<file path="config.mk">
export PLATFORM = sky130hd
export DESIGN_NAME = ppg_align_pipe
export DESIGN_NICKNAME = d
export VERILOG_FILES = /design/src/rtl/ppg_align_pkg.sv /design/src/rtl/ppg_align_stage.sv /design/src/rtl/ppg_align_pipe.sv
export SDC_FILE = /design/constraint.sdc
export NUM_CORES = 1
export LEC_CHECK = 0
export CAP_MARGIN = 25
export CORE_MARGIN = 1.5
export CORE_UTILIZATION = 50
export CTS_CLUSTER_SIZE = 40
export DETAILED_ROUTE_END_ITERATION = 8
export PLACE_DENSITY = 0.75
export SYNTH_ARGS = -nofsm -noshare
export SYNTH_HDL_FRONTEND = slang
export SYNTH_HIERARCHICAL = 1
export SYNTH_SLANG_ARGS = --single-unit
</file>
<file path="constraint.sdc">
create_clock -name clk -period 3.3 [get_ports clk]
set_input_delay 0.66 -clock clk [delete_from_list [all_inputs] [get_ports clk]]
set_output_delay 0.66 -clock clk [all_outputs]
set_load 0.03 [all_outputs]
</file>
<file path="src/rtl/ppg_align_pkg.sv">
// ppg_align_pkg: shared defaults, aligned-width helper and beat struct for the partial-product align pipe.
package ppg_align_pkg;
  localparam int LANES_DEF = 9;
  localparam int PP_W_DEF  = 5;
  localparam int EXP_W_DEF = 5;
  localparam int GUARD_DEF = 3;

  function automatic int al_w(input int pp_w, input int guard);
    return pp_w + guard;
  endfunction

  localparam int AL_W_DEF = al_w(PP_W_DEF, GUARD_DEF);

  typedef struct packed {
    logic [LANES_DEF*AL_W_DEF-1:0]  pp;
    logic [LANES_DEF-1:0]           sticky;
    logic [LANES_DEF*EXP_W_DEF-1:0] shift;
    logic [LANES_DEF-1:0]           ovf;
    logic [EXP_W_DEF-1:0]           exp_max;
    logic [EXP_W_DEF-1:0]           exp_bias;
  } beat_t;
endpackage

</file>
<file path="src/rtl/ppg_align_stage.sv">
// ppg_align_stage: one elastic register stage with valid bit, advance logic and synchronous flush.
module ppg_align_stage
  import ppg_align_pkg::*;
#(
  parameter type T = beat_t
) (
  input  logic clk,
  input  logic rst,
  input  logic flush,
  input  logic i_valid,
  input  T     i_data,
  input  logic i_adv_next,
  output logic o_valid,
  output T     o_data,
  output logic o_adv
);
  logic r_valid;
  T     r_data;

  assign o_adv   = !r_valid || i_adv_next;
  assign o_valid = r_valid;
  assign o_data  = r_data;

  // flush clears only the valid bit; payload is left as-is
  always_ff @(posedge clk or negedge rst) begin
    if (!rst) begin
      r_valid <= 1'b0;
      r_data  <= '0;
    end else begin
      r_valid <= flush ? 1'b0 : (o_adv ? i_valid : r_valid);
      if (o_adv && !flush) r_data <= i_data;
    end
  end
endmodule

</file>
<file path="src/rtl/ppg_align_pipe.sv">
// ppg_align_pipe: aligns partial products to exp_max and carries them through a DEPTH-stage elastic pipeline.
module ppg_align_pipe
  import ppg_align_pkg::*;
#(
  parameter int LANES = LANES_DEF,
  parameter int PP_W  = PP_W_DEF,
  parameter int EXP_W = EXP_W_DEF,
  parameter int GUARD = GUARD_DEF,
  parameter int DEPTH = 2
) (
  input  logic                                    clk,
  input  logic                                    rst,
  input  logic                                    flush,
  input  logic                                    in_valid,
  output logic                                    in_ready,
  input  logic [LANES*PP_W-1:0]                   in_pp,
  input  logic [LANES*EXP_W-1:0]                  in_exp,
  input  logic [EXP_W-1:0]                        in_exp_max,
  input  logic [EXP_W-1:0]                        in_exp_bias,
  output logic                                    out_valid,
  input  logic                                    out_ready,
  output logic [LANES*al_w(PP_W, GUARD)-1:0]      out_pp,
  output logic [LANES-1:0]                        out_sticky,
  output logic [LANES*EXP_W-1:0]                  out_shift,
  output logic [LANES-1:0]                        out_ovf,
  output logic [EXP_W-1:0]                        out_exp_max,
  output logic [EXP_W-1:0]                        out_exp_bias
);
  localparam int AL_W = al_w(PP_W, GUARD);

  typedef struct packed {
    logic [LANES*AL_W-1:0]  pp;
    logic [LANES-1:0]       sticky;
    logic [LANES*EXP_W-1:0] shift;
    logic [LANES-1:0]       ovf;
    logic [EXP_W-1:0]       exp_max;
    logic [EXP_W-1:0]       exp_bias;
  } beat_w_t;

  beat_w_t                w_beat  [DEPTH+1];
  logic                   w_valid [DEPTH+1];
  logic                   w_adv   [DEPTH+1];
  logic [LANES*AL_W-1:0]  w_al;
  logic [LANES-1:0]       w_st;
  logic [LANES*EXP_W-1:0] w_sh;
  logic [LANES-1:0]       w_ov;

  for (genvar l = 0; l < LANES; l++) begin : g_lane
    logic [PP_W-1:0]          w_pp;
    logic [EXP_W-1:0]         w_exp;
    logic [EXP_W-1:0]         w_d;
    logic signed [AL_W-1:0]   w_ext;
    logic [AL_W-1:0]          w_shr;
    logic                     w_big;
    assign w_pp  = in_pp[l*PP_W +: PP_W];
    assign w_exp = in_exp[l*EXP_W +: EXP_W];
    assign w_ov[l] = w_exp > in_exp_max;
    assign w_d   = w_ov[l] ? '0 : in_exp_max - w_exp;
    assign w_ext = {w_pp, {GUARD{1'b0}}};
    // kept as its own assignment so the shift stays signed (arithmetic)
    assign w_shr = w_ext >>> w_d;
    assign w_big = int'(w_d) >= AL_W;
    assign w_al[l*AL_W +: AL_W] = w_big ? {AL_W{w_pp[PP_W-1]}} : w_shr;
    // mask of the bits shifted below bit 0; all-ones once d >= AL_W
    assign w_st[l] = |(w_ext & ~({AL_W{1'b1}} << w_d));
    assign w_sh[l*EXP_W +: EXP_W] = w_d;
  end

  assign w_beat[0]  = '{pp: w_al, sticky: w_st, shift: w_sh, ovf: w_ov,
                        exp_max: in_exp_max, exp_bias: in_exp_bias};
  assign w_adv[DEPTH] = out_ready;
  assign in_ready   = w_adv[0] && !flush;
  assign w_valid[0] = in_valid && in_ready;

  for (genvar k = 0; k < DEPTH; k++) begin : g_stage
    ppg_align_stage #(.T(beat_w_t)) u_stage (
      .clk       (clk),
      .rst       (rst),
      .flush     (flush),
      .i_valid   (w_valid[k]),
      .i_data    (w_beat[k]),
      .i_adv_next(w_adv[k+1]),
      .o_valid   (w_valid[k+1]),
      .o_data    (w_beat[k+1]),
      .o_adv     (w_adv[k])
    );
  end

  assign out_valid    = w_valid[DEPTH];
  assign out_pp       = w_beat[DEPTH].pp;
  assign out_sticky   = w_beat[DEPTH].sticky;
  assign out_shift    = w_beat[DEPTH].shift;
  assign out_ovf      = w_beat[DEPTH].ovf;
  assign out_exp_max  = w_beat[DEPTH].exp_max;
  assign out_exp_bias = w_beat[DEPTH].exp_bias;
endmodule

</file>
### Yosys cells after proc, flatten, opt, wreduce, memory -nomap -nowiden

Cells that the tools add are included.

| cells by class | value |
|---|---|
| $add $sub $neg | 9 |
| $lt $le $gt $ge | 18 |
| shifts and indexed selects | 18 |
| mux-type cells | 22 |
| bitwise logic cells | 18 |
| reductions and logical operators | 19 |

Operator list:

| kind | number |
|---|---|
| $and 8x8->8 | 9 |
| $mux 8 | 9 |
| $not 8->8 | 9 |
| $reduce_or 8->1 | 9 |
| $shl 8x5->8 const A | 9 |
| $sshr 8x5->8 | 9 |
| $ge 5x4->1 const B | 9 |
| $gt 5x5->1 | 9 |
| $mux 5 | 9 |
| $sub 5x5->5 | 9 |
| $mux 1 | 4 |
| $reduce_bool 2->1 | 2 |
| $logic_and 1x1->1 | 3 |
| $logic_not 1->1 | 3 |
| $logic_or 1x1->1 | 2 |

| storage, ports and cells | value |
|---|---|
| register bits | 292 |
| bits of input ports | 105 |
| output and inout bits | 147 |
| logic and storage cells | 118 |

### Depth between registers and ports, before layout

| depth | value |
|---|---|
| depth in word-level cells | 7 |
| gate-level depth with buffers | 13 |
| depth with buffers taken out | 12 |

### Modules after synthesis

The synthesis kept the hierarchy.

Modules (own cells, without submodules):

| module | instances | cells each | area an instance (um^2) | seq. area each (um^2) |
|---|---|---|---|---|
| ppg_align_stage | 2 | 311 | 5435.2 | 3653.5 |
| ppg_align_pipe | 1 | 865 | 5656.7 | 0.0 |

### Worst setup path after synthesis

Ideal clock, no wire load.

| path | value |
|---|---|
| path type | in2reg |
| start point | in in_exp_max[0] |
| end point | reg g_stage[0].u_stage.r_data (netlist bit g_stage[0].u_stage/o_data[119]) |
| library setup time | 0.127 ns |
| arrival time | 3.239 ns |
| data required time | 3.173 ns |
| path slack | -0.067 ns |
| stages on the path | 12 |
| path buffers | 0 |
| path through | inv_1 -> ha_1 -> inv_1 -> fa_1 -> and3_1 -> or3_1 -> and2_1 -> and2b_1 -> a21oi_1 -> a21oi_1 -> mux2_2 -> mux2_1 |

| on the way | value |
|---|---|
| word-level cells in the longest chain between the ends | 4 |
| elaborated cells between the ends (all ways) | 6 |
| classes of those cells | add/sub: 1; order compare: 2; shift: 1; mux: 2 |

RTL lines:

| element | line | RTL |
|---|---|---|
| from (decl) | ppg_align_pipe.sv:18 | `input logic [EXP_W-1:0] in_exp_max,` |
| $sub 5x5->5 or $gt 5x5->1 (tied branches) | ppg_align_pipe.sv:58, ppg_align_pipe.sv:57 |  |
| $mux 5 * | ppg_align_pipe.sv:58 | `assign w_d = w_ov[l] ? '0 : in_exp_max - w_exp;` |
| $ge 5x4->1 or $sshr 8x5->8 (tied branches) | ppg_align_pipe.sv:62, ppg_align_pipe.sv:61 |  |
| $mux 8 * | ppg_align_pipe.sv:63 | `assign w_al[l*AL_W +: AL_W] = w_big ? {AL_W{w_pp[PP_W-1]}} : w_shr;` |
| via w_al[46] | ppg_align_pipe.sv:43 | `logic [LANES*AL_W-1:0] w_al;` |
| to (signal assigned) | ppg_align_stage.sv:31 | `if (o_adv && !flush) r_data <= i_data;` |
| to (decl) | ppg_align_stage.sv:18 | `T r_data;` |

Mark *: on every way through the listed nets, which the timed path passes. The rest lies on a longest branch.
A chain may end at the register's enable or synchronous reset.

### Worst setup path in the final report

| path | value |
|---|---|
| start point | in in_exp_max[0] |
| end point | reg g_stage[0].u_stage.r_data (netlist bit g_stage[0].u_stage/o_data[89]) |

Same word-level chain as after synthesis.

==> run summary <==
Status -> complete, no violations
Place WS -> -0.619 ns
Final core utilization -> 68.9%
Final Skew -> 0.00907 ns
Least-Margin Pin Slew -> 0.711 ns
Share of flip-flops with an asynchronous set or reset -> 100%
Main synth FF type -> dfrtp_1
Number of I/O pins -> 252
R2R Path Start -> g_stage[1].u_stage/o_valid
Syn nets -> 1646
Post-layout min period -> 3.14 ns
Max_slew headroom -> 52.6%
Area Growth Syn to Fin -> 35.7%
Hold Vio Cnt, Final -> 0
Initial antenna violation count -> 3
PortBufs -> 251
H-tree Lvls -> 2
Critical path depth -> 14
First-pass GRT wire length -> 69700 µm
TritonCTS clock tree -> yes
Final ANT Viol Nets -> 0
Max Fclk -> 318 MHz
Part of the power in combinational logic -> 37.8%
GPL Wtd Cong -> 0.889
Top Family by Delay on Critical Path -> compound AO/OA/AOI/OAI gates
R2R Path End -> g_stage[0].u_stage/o_data[69]
Clk buf depth -> 3
CTS Hold Bufs -> 0
Register area share after synthesis -> 44.2%
DR WL/cell -> 17.5 µm
Root Driver -> clkbuf_16
Vert. Die Dim -> 185 µm
Core Area -> 0.0325 mm²
RSZ-0062 raised after global routing -> no
Clk sinks -> 292
Die W -> 185 µm
Crit-path slowest cell -> fa_1
Drt first pass iters -> 6
Crit. Startpoint -> in_exp_max[0]
Post-DP Area -> 0.0212 mm²
Ratio of cells with drive above 1 in the final layout -> 29.0%
Final HPWL DP -> 31300 µm
Worst Setup Start Kind -> primary input
Fin crit share -> 95.2%
Overall power -> 14.1 mW
Synth warn -> 6
Post-synthesis cell type count -> 78
Die area -> 0.0342 mm²
Clock share of power -> 27.3%
Congestion Overflow GR -> 0
Cts bufs inserted -> 34
CP Buf/Inv Count -> 5
Mapped Area -> 0.0165 mm²
EDFF count, synth -> 0
Nets -> 2117
Max IR drop VDD -> 0.536 mV
Vias after detailed routing -> 13300
Cell Pwr Density -> 630 mW/mm²
FF-to-FF path depth -> 6
Mux cell area share after synthesis -> 22.4%
P_sw -> 4.72 mW
Cells after synthesis -> 1487
Simple-Gate Fraction of Synth Area -> 9.07%
Worst-skew pair later-pin latency -> 0.50 ns
Clock-pin slew on the worst setup and hold paths -> 0.06 ns
FF+latch count, synth -> 292
Slew Viols, Final -> 0
Setup crit end -> g_stage[0].u_stage/o_data[89]
Synth Area in Adders -> 4.50%
Crit-path max FO -> 5
CP Class -> in2reg
Crit-path max cell delay -> 0.41 ns
Final instance area -> 0.0224 mm²
Final WS setup -> 0.157 ns
Vias in the first global route -> 13600
Drt total wl -> 42500 µm
Worst Path Arrival -> 3.53 ns
Post-synthesis compound-gate area fraction -> 13.6%
Main combinational cell family by area after synthesis -> multiplexers
Largest net degree at the start of global routing -> 88
Max Cap Viol -> 0
Via/cell ratio -> 5.46
CP cell instances -> dlygate4sd2_1 -> clkinvlp_4 -> buf_12 -> buf_4 -> ha_1 -> inv_1 -> fa_1 -> a31o_2 -> xnor2_2 -> a21oi_1 -> nor2_1 -> a22oi_1 -> o21ai_0 -> mux2_2
Reg-to-reg slack, setup -> 1.48 ns
Sw Share -> 33.4%
# DRC -> 0
Worst Hold Class -> in2async
Post-Synth XOR/XNOR Area -> 1.86%
Worst Path Required -> 3.69 ns
Row cnt -> 66
Initial core utilization -> 50.8%
Internal power -> 9.42 mW
Crit end category -> register
Syn_area_per_cell -> 11.1 µm²
Setup violators final -> 0
Initial drt markers -> 871
Total GRT Usage -> 25.3%
Sequential share of power -> 35.0%
Leak Pwr -> 10.2 nW
## how the worst min path moves through the flow
stage / startpoint / end / slack (ns)
floorplan: rst / g_stage[0].u_stage/o_data[0] / 0.36
global placement: g_stage[0].u_stage/o_data[1] / g_stage[1].u_stage/o_data[1] / 0.46
detailed placement: g_stage[0].u_stage/o_data[11] / g_stage[1].u_stage/o_data[11] / 0.47
CTS: rst / g_stage[1].u_stage/o_data[128] / 0.19
global route: rst / g_stage[1].u_stage/o_data[17] / 0.21
finish: rst / g_stage[1].u_stage/o_data[17] / 0.18
## Yosys cell counts, drive strengths merged, types with 7 or more instances
cell	count	share of area (%)
nor2b	28	1.2
or3	9	0.34
o21ai	73	2.2
a22oi	15	0.68
a31oi	17	0.72
ha	45	3.4
inv	88	2.0
o211ai	18	0.85
nand3	22	0.67
nor3	19	0.58
or2	11	0.42
o2111ai	10	0.57
nand2	84	1.9
o22ai	10	0.38
nand2b	7	0.26
a21oi	82	2.6
xnor2	24	1.5
a211oi	27	1.6
nor2	80	1.9
and2	11	0.43
mux2i	21	1.3
a21o	14	0.64
clkbuf	20	0.46
mux2	310	21
o31a	9	0.48
dfrtp	292	44
buf	45	1.9
fa	9	1.1
## cells by family (layout without fill, tap and decap cells)
logic type	count (synthesis)	count (layout)
XOR/XNOR	30	30
flip-flops	292	292
AND/OR/NAND/NOR	300	300
buffers and inverters	153	648
other	0	4
adder cells (fa/ha/maj)	54	54
AO/OA/AOI/OAI	327	327
multiplexers	331	331
## worst register-to-register path: stages, from the launching register on
cell	delay [ns]
dfrtp_1	0.37
nor2b_4	0.14
inv_1	0.10
nor2b_4	0.06
nor2_4	0.14
buf_12	0.36
mux2_2	0.52
## through the flow
step	cells	TNS (ns)	hold slack [ns]
CTS	2424	0	0.194
finish	2428	0	0.181
global route	2425	0	0.215
detailed placement	2364	-31.99	0.469
floorplan	1487	0	0.364
global placement	2364	-26.89	0.463
## registers in the layout (all words and copies together), names as in the netlist
name and count:
g_stage.u_stage/o_data 290, g_stage.u_stage/o_valid 2
## power groups by stage
stage	Sequential [mW]	Clock [mW]	Combinational, mW
global route	5.05	4.09	5.74
global placement	4.95	0	5.23
CTS	4.95	3.96	5.36
finish	4.94	3.85	5.34
floorplan	5.83	0	2.11
detailed placement	5.00	0	5.32
## layer usage
metal	up-vias	track usage [%]	routed length, µm
li1	6333	-	-
met5	-	0	0
met2	365	43.2	20800
met4	0	8.13	1050
met3	63	4.80	2380
met1	6507	32.5	18300
## final cells by class
type,count,area [µm²]
antenna,4,10.0
clock buffer,46,1000
clock inverter,14,168
fill,2538,10100
inverter,88,334
multi-input combinational,1042,8530
sequential,292,7310
tap,442,553
timing repair buffer,500,4530
## placed cells by master (no fill, tap or decap), drive strengths merged, types with 6 or more instances in the layout
cell type	n
a211oi	27
a21o	14
a21oi	82
a22oi	15
a31oi	17
and2	11
buf	251
clkbuf	46
clkdlybuf4s50	248
clkinv	7
dfrtp	292
fa	9
ha	45
inv	88
mux2	310
mux2i	21
nand2	84
nand2b	7
nand3	22
nor2	80
nor2b	28
nor3	19
o2111ai	10
o211ai	18
o21a	6
o21ai	73
o22ai	10
o31a	9
o41ai	6
or2	11
or3	9
xnor2	24
xor2	6
## timing repair
item / CTS / global route
resized for setup: 7 / 0
buffers inserted: 0 / 0
setup endpoints to repair: 18 / 0
No activity file was read; power rests on OpenSTA's default activity.
